[config.mk]
export PLATFORM = sky130hd
export DESIGN_NAME = apb_master
export DESIGN_NICKNAME = d
export VERILOG_FILES = /design/src/rtl/apb_master.sv
export SDC_FILE = /design/constraint.sdc
export NUM_CORES = 1
export LEC_CHECK = 0
export ABC_AREA = 1
export CAP_MARGIN = 10
export CORE_AREA = 2 2 70 138
export CTS_BUF_LIST = sky130_fd_sc_hd__clkbuf_2 sky130_fd_sc_hd__clkbuf_4 sky130_fd_sc_hd__clkbuf_8
export CTS_CLUSTER_DIAMETER = 30
export CTS_CLUSTER_SIZE = 10
export DETAILED_ROUTE_END_ITERATION = 16
export DIE_AREA = 0 0 72 140
export HOLD_SLACK_MARGIN = 0.08
export MAX_ROUTING_LAYER = met4
export PLACE_DENSITY = 0.92
export SLEW_MARGIN = 20
export SYNTH_ARGS = -nofsm -noshare
export SYNTH_HDL_FRONTEND = slang
export SYNTH_SLANG_ARGS = --single-unit
[constraint.sdc]
create_clock -name PCLK -period 3.55 [get_ports PCLK]
set_input_delay 0.355 -clock PCLK [delete_from_list [all_inputs] [get_ports PCLK]]
set_output_delay 0.355 -clock PCLK [all_outputs]
set_load 0.05 [all_outputs]
[src/rtl/apb_master.sv]
// apb_master: single-transfer APB initiator with wait-state timeout and saturating error count
module apb_master #(
    parameter int ADDR_WIDTH = 8,
    parameter int DATA_WIDTH = 32,
    parameter int TIMEOUT    = 16
) (
    input  logic                  PCLK,
    input  logic                  PRESETn,
    input  logic                  cmd_valid,
    output logic                  cmd_ready,
    input  logic                  cmd_write,
    input  logic [ADDR_WIDTH-1:0] cmd_addr,
    input  logic [DATA_WIDTH-1:0] cmd_wdata,
    output logic                  rsp_valid,
    output logic [DATA_WIDTH-1:0] rsp_rdata,
    output logic                  rsp_err,
    output logic                  rsp_timeout,
    output logic [7:0]            err_count,
    output logic                  PSEL,
    output logic                  PENABLE,
    output logic                  PWRITE,
    output logic [ADDR_WIDTH-1:0] PADDR,
    output logic [DATA_WIDTH-1:0] PWDATA,
    input  logic [DATA_WIDTH-1:0] PRDATA,
    input  logic                  PREADY,
    input  logic                  PSLVERR
);
    localparam int CW = $clog2(TIMEOUT + 2);
    typedef enum logic [1:0] {IDLE, SETUP, ACCESS, RESP} state_t;
    state_t        state;
    logic [CW-1:0] wait_cnt;
    logic          expire;
    // expire marks the TIMEOUT-th ACCESS cycle; PREADY in that same cycle still completes normally
    assign expire    = (TIMEOUT != 0) && (wait_cnt == CW'(TIMEOUT - 1));
    assign cmd_ready = state == IDLE;
    always_ff @(posedge PCLK or negedge PRESETn) begin
        if (!PRESETn) begin
            state       <= IDLE;
            wait_cnt    <= '0;
            PSEL        <= 1'b0;
            PENABLE     <= 1'b0;
            PWRITE      <= 1'b0;
            PADDR       <= '0;
            PWDATA      <= '0;
            rsp_valid   <= 1'b0;
            rsp_rdata   <= '0;
            rsp_err     <= 1'b0;
            rsp_timeout <= 1'b0;
            err_count   <= '0;
        end else begin
            case (state)
                IDLE: if (cmd_valid) begin
                    PADDR  <= cmd_addr;
                    PWRITE <= cmd_write;
                    PWDATA <= cmd_wdata;
                    PSEL   <= 1'b1;
                    state  <= SETUP;
                end
                SETUP: begin
                    PENABLE  <= 1'b1;
                    wait_cnt <= '0;
                    state    <= ACCESS;
                end
                ACCESS: if (PREADY || expire) begin
                    rsp_rdata   <= (PREADY && !PWRITE) ? PRDATA : '0;
                    rsp_err     <= PREADY ? PSLVERR : 1'b1;
                    rsp_timeout <= !PREADY;
                    rsp_valid   <= 1'b1;
                    PSEL        <= 1'b0;
                    PENABLE     <= 1'b0;
                    state       <= RESP;
                end else begin
                    wait_cnt <= wait_cnt + CW'(1);
                end
                RESP: begin
                    rsp_valid <= 1'b0;
                    err_count <= (rsp_err && err_count != 8'hFF) ? err_count + 8'd1 : err_count;
                    state     <= IDLE;
                end
                default: state <= IDLE;
            endcase
        end
    end
endmodule

==> metrics list, run 1 <==
- The number of antenna violations at the first check in global routing is 0.
- Count of cell types in the netlist: 29
- Launch point of the critical path: state[1]
- Yosys printed 0 warnings.
- Skew-Pair Late Insertion Delay: 0.36 ns
- Required @ worst endpoint: 3.19 ns
- PD cells: 1080 nW/um^2
- DRC marker count from the first detailed-route iteration: 131
- The worst setup path is captured at a primary output.
- The finished cells cover 5770 sq um.
- After the last flow step, the layout net total stands at 608.
- Number of cell rows: 49
* Bufs and invs on worst path: 2
- Final number of max-transition violations: 0
* Unrepaired setup endpoints after global routing: no
- Number of enable-type register cells in the synthesized netlist: 0
- Peak supply drop: 0.860 mV
- Total routing usage reported by global routing: 20.4%
* Worst setup slack for register-to-register paths: 1.44 ns
* Cell taking the most area after synthesis: sky130_fd_sc_hd__dfrtp_1
- Adding up every negative setup slack in the final design gives 0 ns.
- Synthesis produced a netlist whose cell count is 361.
* Post-synthesis net count: 446
- Category of the critical setup timing path: reg2out
* Pre-antenna DRT Iters: 5
* Final core utilization: 64.1%
- Synth Cell Area: 3930 sq um
- On the critical path, the stage with the largest delay is an instance of sky130_fd_sc_hd__clkdlybuf4s50_1.
- Die boundary height: 140 um
- Number of flip-flops and latches in the synthesized netlist: 93
- Buffers added to address setup during post-CTS repair amount to 0.
* Count of cells resized by post-cts repair: 0
- Mapped Avg Cell Area: 10.9 sq um
* Final clock skew: 0.0131 ns
- Worst path max stage delay: 0.85 ns
* Drt drc: 0
* Fraction of post-synthesis cell area in the top cell type by area: 59.2%
* CTS Buf Count: 9
- Total length of routed wires: 9670 um
* Family with the most delay on the worst path: buffers and inverters
* Starting utilization of the core area: 43.6%
- Sequential elements use 59.2% of the synthesized area.
- Fraction of layout cells with a size suffix above 1: 13.1%
- Cell area after placement: 5570 sq um
- The count of nets left with antenna violations once routing finished came out at 0.
- The repair_antennas step left the layout with diodes totalling 0.
- The via count of the first global-routing pass is 3,299.
* Commonest cells after routing, fill and taps aside: sky130_fd_sc_hd__clkdlybuf4s50_1 (163), sky130_fd_sc_hd__nand2_1 (112), sky130_fd_sc_hd__dfrtp_1 (93)
- The worst setup path is launched from a register.
- Summed over all layers, the global routing overflow is 0.
- Along the worst path, the maximum fanout reaches 4.
* Count of final setup violators: 0
- TritonCTS built the clock tree.
- Worst reg2reg startpoint: wait_cnt[0]
- The design draws 6.24 mW.
- Max-cap violations in this run came to 0.
* Routed vias: 3,152
* Largest net degree at the start of global routing: 94
- The number of hold violations in the final report is 0.
- Port buffering added 164 buffers.
- Cell count along the critical path: 3
* Final Wtd Congestion: 0.827
- By area the synthesized netlist is led by sky130_fd_sc_hd__dfrtp_1 (59%), sky130_fd_sc_hd__mux2_2 (12%), sky130_fd_sc_hd__nand2_1 (11%).
* Area of the core: 9010 sq um
- For this design, the sink count on the clock tree is 93.
- Async SR Flop Fraction: 100%
- Clock-pin slew of the registers on the worst-case setup and hold paths: 0.09 ns
- The longest clock path from root to sink contains 2 buffers.
- Summed over all nets, the half-perimeter wirelength after detailed placement is 7190 um.
- Die footprint: 10,100 sq um
- H-tree levels: 3
- The tree is rooted in a sky130_fd_sc_hd__clkbuf_8.
- Slew at the pin with the worst max-slew slack: 0.939 ns
- FMAX: 431 MHz
* Min-Delay Path Class: in2async
* Share of the clock period used by the worst path: 65.4%
* Most common cell after layout, fill and taps aside: sky130_fd_sc_hd__clkdlybuf4s50_1
* Result of the run: complete, no violations
* Data arrival time at the worst-slack endpoint: 1.97 ns
* Number of vias per cell after detailed routing: 5.00
- Dividing the detail-routed wire length by the instance count gives 15.3 um.
* Post-cts hold buffer count: 0
- Final period demand of the worst path: 2.32 ns
- Max-slew headroom: 37.2%
* Number of primary I/O pins: 165
- Leakage power: 2.53 nW
- From synthesis to final layout, the design area changed by 46.9%.
* Horizontal die dimension: 72 um
* First-pass GRT wire length: 15,600 um
- In this run the critical register-to-register path is captured at wait_cnt[2].
- Cell Chain, Critical Path: inv_1, ha_1, clkdlybuf4s50_1
- Endpoint of the worst setup timing path: cmd_ready
* Commonest register cell after synthesis: sky130_fd_sc_hd__dfrtp_1
* Path depth of the worst reg2reg path: 9
power breakdown:
part	switching (mW)	internal, mW	leakage, nW
registers	0.286	1.54	1.17
clock network	0.364	0.332	0.0957
logic	2.44	1.28	1.26
state kept, by name, summed over array words and instances (netlist names):
name         count
PWDATA          32
PADDR            8
rsp_valid        1
PWRITE           1
rsp_timeout      1
rsp_rdata       32
PSEL             1
rsp_err          1
err_count        8
state            2
wait_cnt         5
PENABLE          1
per-stage QoR:
step | setup WS, ns | cells | hold WS [ns]
3_3_place_gp | 1.53 | 614 | 0.470
6_report | 1.23 | 630 | 0.0780
2_1_floorplan | 1.78 | 361 | 0.0594
3_5_place_dp | 1.47 | 614 | 0.476
5_1_grt | 1.13 | 630 | 0.145
4_1_cts | 1.21 | 630 | 0.262
cell families (layout without fill, tap and decap cells):
kind of cell,Yosys count,count (layout),synth area share [%]
muxes,41,41,11.8
xor gates and xnor gates,3,3,0.669
buffers and inverters,35,202,5.48
DFF,93,93,59.2
AOI/OAI and AO/OA,47,47,6.47
and+or+nand+nor,135,135,14.2
adders and majority gates,7,7,2.23
synth_stat cells, types with 2 or more instances:
cell type / n
sky130_fd_sc_hd__o22ai_1: 2
sky130_fd_sc_hd__nor2_2: 2
sky130_fd_sc_hd__nor2_1: 6
sky130_fd_sc_hd__xnor2_1: 2
sky130_fd_sc_hd__nand4_1: 3
sky130_fd_sc_hd__nand2_1: 112
sky130_fd_sc_hd__nand2_2: 2
sky130_fd_sc_hd__dfrtp_1: 93
sky130_fd_sc_hd__o21ai_1: 10
sky130_fd_sc_hd__clkbuf_1: 2
sky130_fd_sc_hd__mux2_2: 41
sky130_fd_sc_hd__ha_1: 7
sky130_fd_sc_hd__buf_6: 11
sky130_fd_sc_hd__a21oi_1: 2
sky130_fd_sc_hd__nand3_1: 6
sky130_fd_sc_hd__o21ai_0: 28
sky130_fd_sc_hd__inv_1: 20
routing by layer:
| layer | track usage [%] | vias to the layer above | part of all wire, % |
|---|---|---|---|
| met5 | - | - | 0 |
| met4 | 8.94 | 0 | 3.0 |
| met3 | 4.96 | 23 | 6.1 |
| met2 | 35.3 | 137 | 55 |
| met1 | 21.5 | 1495 | 36 |
| li1 | - | 1497 | - |
worst min path at each step:
stage	start	to	slack [ns]	cells past startpoint
CTS	PRESETn	err_count[5]	0.26	1
detailed placement	rsp_rdata[6]	rsp_rdata[6]	0.48	2
global route	PRESETn	err_count[5]	0.15	1
finish	PRESETn	err_count[7]	0.08	1
floorplan	PRESETn	PADDR[0]	0.06	0
global placement	rsp_rdata[6]	rsp_rdata[6]	0.47	2
area by class of cell:
class                           instances  area [sq um]
Clock buffer                           10           131
Clock inverter                          6          63.8
Fill cell                             705          3240
Inverter                               21          78.8
Multi-Input combinational cell        233          1390
Sequential cell                        93          2330
Tap cell                              102           128
Timing Repair Buffer                  165          1650
Note: power is estimated with default switching activity, not from simulation.
==> run 2, diff against run 1 <==
Settings changed: CORE_AREA 2 2 70 138 to 2 2 74 146, DIE_AREA 0 0 72 140 to 0 0 76 148, PLACE_DENSITY 0.92 to 0.88.
Clock period 3.55 ns to 2.1 ns, I/O delays scaled along.
==> metrics list, run 2 (synthesis gave the netlist of run 1 again) <==
- For this run, the top clock speed supported by timing is 516 MHz.
- Setup repair after global routing left no endpoint under its margin.
- Slowest cell on the critical path: sky130_fd_sc_hd__clkdlybuf4s50_1
* Leakage power: 2.58 nW (+1.8%)
- The maximum number of pins on one net before global-route repair is 62 (-34%).
* Tightest hold margin: 0.350 ns (+0.272 ns)
- The via count of the first global-routing pass is 3,437 (+4.2%).
* Data arrival time at the worst-slack endpoint: 1.73 ns (-0.24 ns)
- Skew-Pair Late Insertion Delay: 0.35 ns (about the same)
* Cell count along the critical path: 1 (-2)
- The number of port buffers is 164 (unchanged).
- Initial antenna violation count: 0 (unchanged)
- Area of the core: 10,100 sq um (+12%)
- The deepest level of the CTS H-tree is 3 (unchanged).
* Final Wtd Congestion: 0.804 (-2.8%)
* Fraction of layout cells with a size suffix above 1: 13.7% (+0.65 points)
- The met2 capacity usage during global routing came to 32.7% (-2.6 points).
- The number of inserted filler cells in the final layout is 835 (+18%).
- Detailed-route wire length per cell: 14.6 um (-5.0%)
- In this design, the largest share of critical-path delay is due to buffers and inverters.
- After layout, the worst path uses 92.3% of the clock period.
- The number of antenna-violating nets in the routed design was 0 (unchanged).
- The CTS sink count was 93 (unchanged).
- Clock-pin slew of the registers on the worst-case setup and hold paths: 0.09 ns (about the same)
* Slew at the pin with the worst max-slew slack: 0.556 ns (-0.383 ns)
- Final Hold Violating Endpoints: 0 (unchanged)
- M1 GR Usage: 20.7% (-0.89 points)
* Final number of max-transition violations: 0 (unchanged)
- In the layout the commonest cells are sky130_fd_sc_hd__clkdlybuf4s50_1 (162), sky130_fd_sc_hd__nand2_1 (112), sky130_fd_sc_hd__dfrtp_1 (93).
- Min-Delay Path Class: in2async
- Leaving out fill and tap cells, the most frequent cell in the layout is sky130_fd_sc_hd__clkdlybuf4s50_1.
- Worst path max stage delay: 0.87 ns (+0.02 ns)
- PD cells: 1820 nW/um^2 (+68%)
- Synthesis-to-layout area growth: 50.3%
- The flow ran to the end, and the final reports show no timing, DRC or antenna violations.
* Top flop regs: PWDATA x32, rsp_rdata x32
- Number of vias per cell after detailed routing: 4.75 (-5.1%)
- Number of buffers on the longest clock path: 2 (unchanged)
* Die boundary height: 148 um (+5.7%)
- The worst clock skew was 0.0115 ns (-0.00161 ns).
- Number of violations of the max-capacitance limit: 0 (unchanged)
- Max-slew headroom: 62.8% (+26 points)
- The global-route wire length before repair was 16,300 um (+4.4%).
- Routing usage on met3: 4.09% (-0.87 points)
- Cell Chain, Critical Path: clkdlybuf4s50_1
- Final period demand of the worst path: 1.94 ns
* Post-layout net count: 612 (+0.66%)
- Die footprint: 11,200 sq um (+12%)
* Critical path launch point type: register
* Post-cts hold buffer count: 1 (+1)
- The number of antenna repair diodes came to 0 (unchanged).
* # Post-CTS Setup Buffers: 0 (unchanged)
- The worst setup path is captured at a primary output.
* Required @ worst endpoint: 1.89 ns (-1.30 ns)
- Clock tree from TritonCTS: done
- The multi-input logic area is 1390 sq um (unchanged).
- The maximum fanout along the worst path came to 7 (+3).
- Number of cell rows: 52 (+6.1%)
- Category of the critical setup timing path: reg2out
- Number of primary I/O pins: 165 (unchanged)
* Final setup TNS: 0 ns (unchanged)
- The effective utilization at floorplan was 39.0% (-4.6 points).
* Peak supply drop: 1.12 mV (+30%)
- Bufs and invs on worst path: 1 (-1)
- Pre-antenna DRT Iters: 4 (-1)
- The total vias in the final route is 3,167 (+0.48%).
- Total length of routed wires: 9720 um (+0.53%)
- The detailed placement HPWL came to 7420 um (+3.2%).
- The total routing usage reported by global routing is 18.7% (-1.7 points).
- The depth of the worst register-to-register path is 7 (-2).
- The number of gates resized after CTS came to 0 (unchanged).
- The DRC violations left came to 0 (unchanged).
- Horizontal die dimension: 76 um (+5.6%)
- The count of routing violations after the opening detailed-route iteration came to 161 (+23%).
- Global-route congestion overflow total: 0 (unchanged)
- Count of final setup violators: 0 (unchanged)
- Root Buffer Master: sky130_fd_sc_hd__clkbuf_8
- The combined flip-flop and latch cell area was 2330 sq um (unchanged).
- In this run the most used layer during global routing was met2.
- The number of buffers created by CTS came to 9 (unchanged).
## run 2: power by group
group          internal, mW  switching, mW  total, mW  leakage [nW]
registers              2.61          0.501       3.11          1.17
clock network         0.702          0.616       1.32         0.107
logic                  2.20           4.11       6.31          1.29
total                  5.51           5.23       10.7          2.58
## run 2: path summary, 6_finish.rpt
check / start / endpoint / slack [ns]
max in group asynchronous: PRESETn / err_count[5] / 1.06
max reg2reg: wait_cnt[0] / rsp_rdata[16] / 0.27
min in group PCLK: PRDATA[15] / rsp_rdata[15] / 0.40
min reg2reg: rsp_rdata[18] / rsp_rdata[18] / 0.49
min: PRESETn / PWDATA[8] / 0.35
max: rsp_err / rsp_err / 0.16
## run 2: area by class of cell
| type | instances | area share [%] |
|---|---|---|
| clock buffer | 11 | 2.35 |
| clock inverter | 5 | 1.42 |
| inverter | 21 | 1.33 |
| multi-input combinational | 233 | 23.6 |
| sequential | 93 | 39.4 |
| tap | 135 | 2.86 |
| timing repair buffer | 169 | 29.0 |
## run 2: routing by layer
| metal | wire length, um | part of all wire [%] |
|---|---|---|
| met5 | 0 | 0 |
| met4 | 261 | 2.7 |
| met3 | 392 | 4.0 |
| met2 | 5300 | 55 |
| met1 | 3760 | 39 |
## run 2: per-stage QoR
stage          setup slack (ns)  std cells  utilization (%)  power (mW)  cell area, sq um
2_1_floorplan             0.329        361                -        7.33              3930
3_3_place_gp              0.393        650             56.3        9.32              5670
3_5_place_dp              0.270        650             56.3        9.49              5670
4_1_cts                   0.148        667             58.6        10.8              5910
5_1_grt                   0.111        667             58.6        11.3              5910
6_report                  0.162        667             58.6        10.7              5910
==> run 3, diff against run 2 <==
Settings changed: CTS_CLUSTER_SIZE 10 to 24, SKIP_LAST_GASP set to 1.
==> results of run 3 <==
The final DEF is identical to that of run 2; final timing and power are the same.
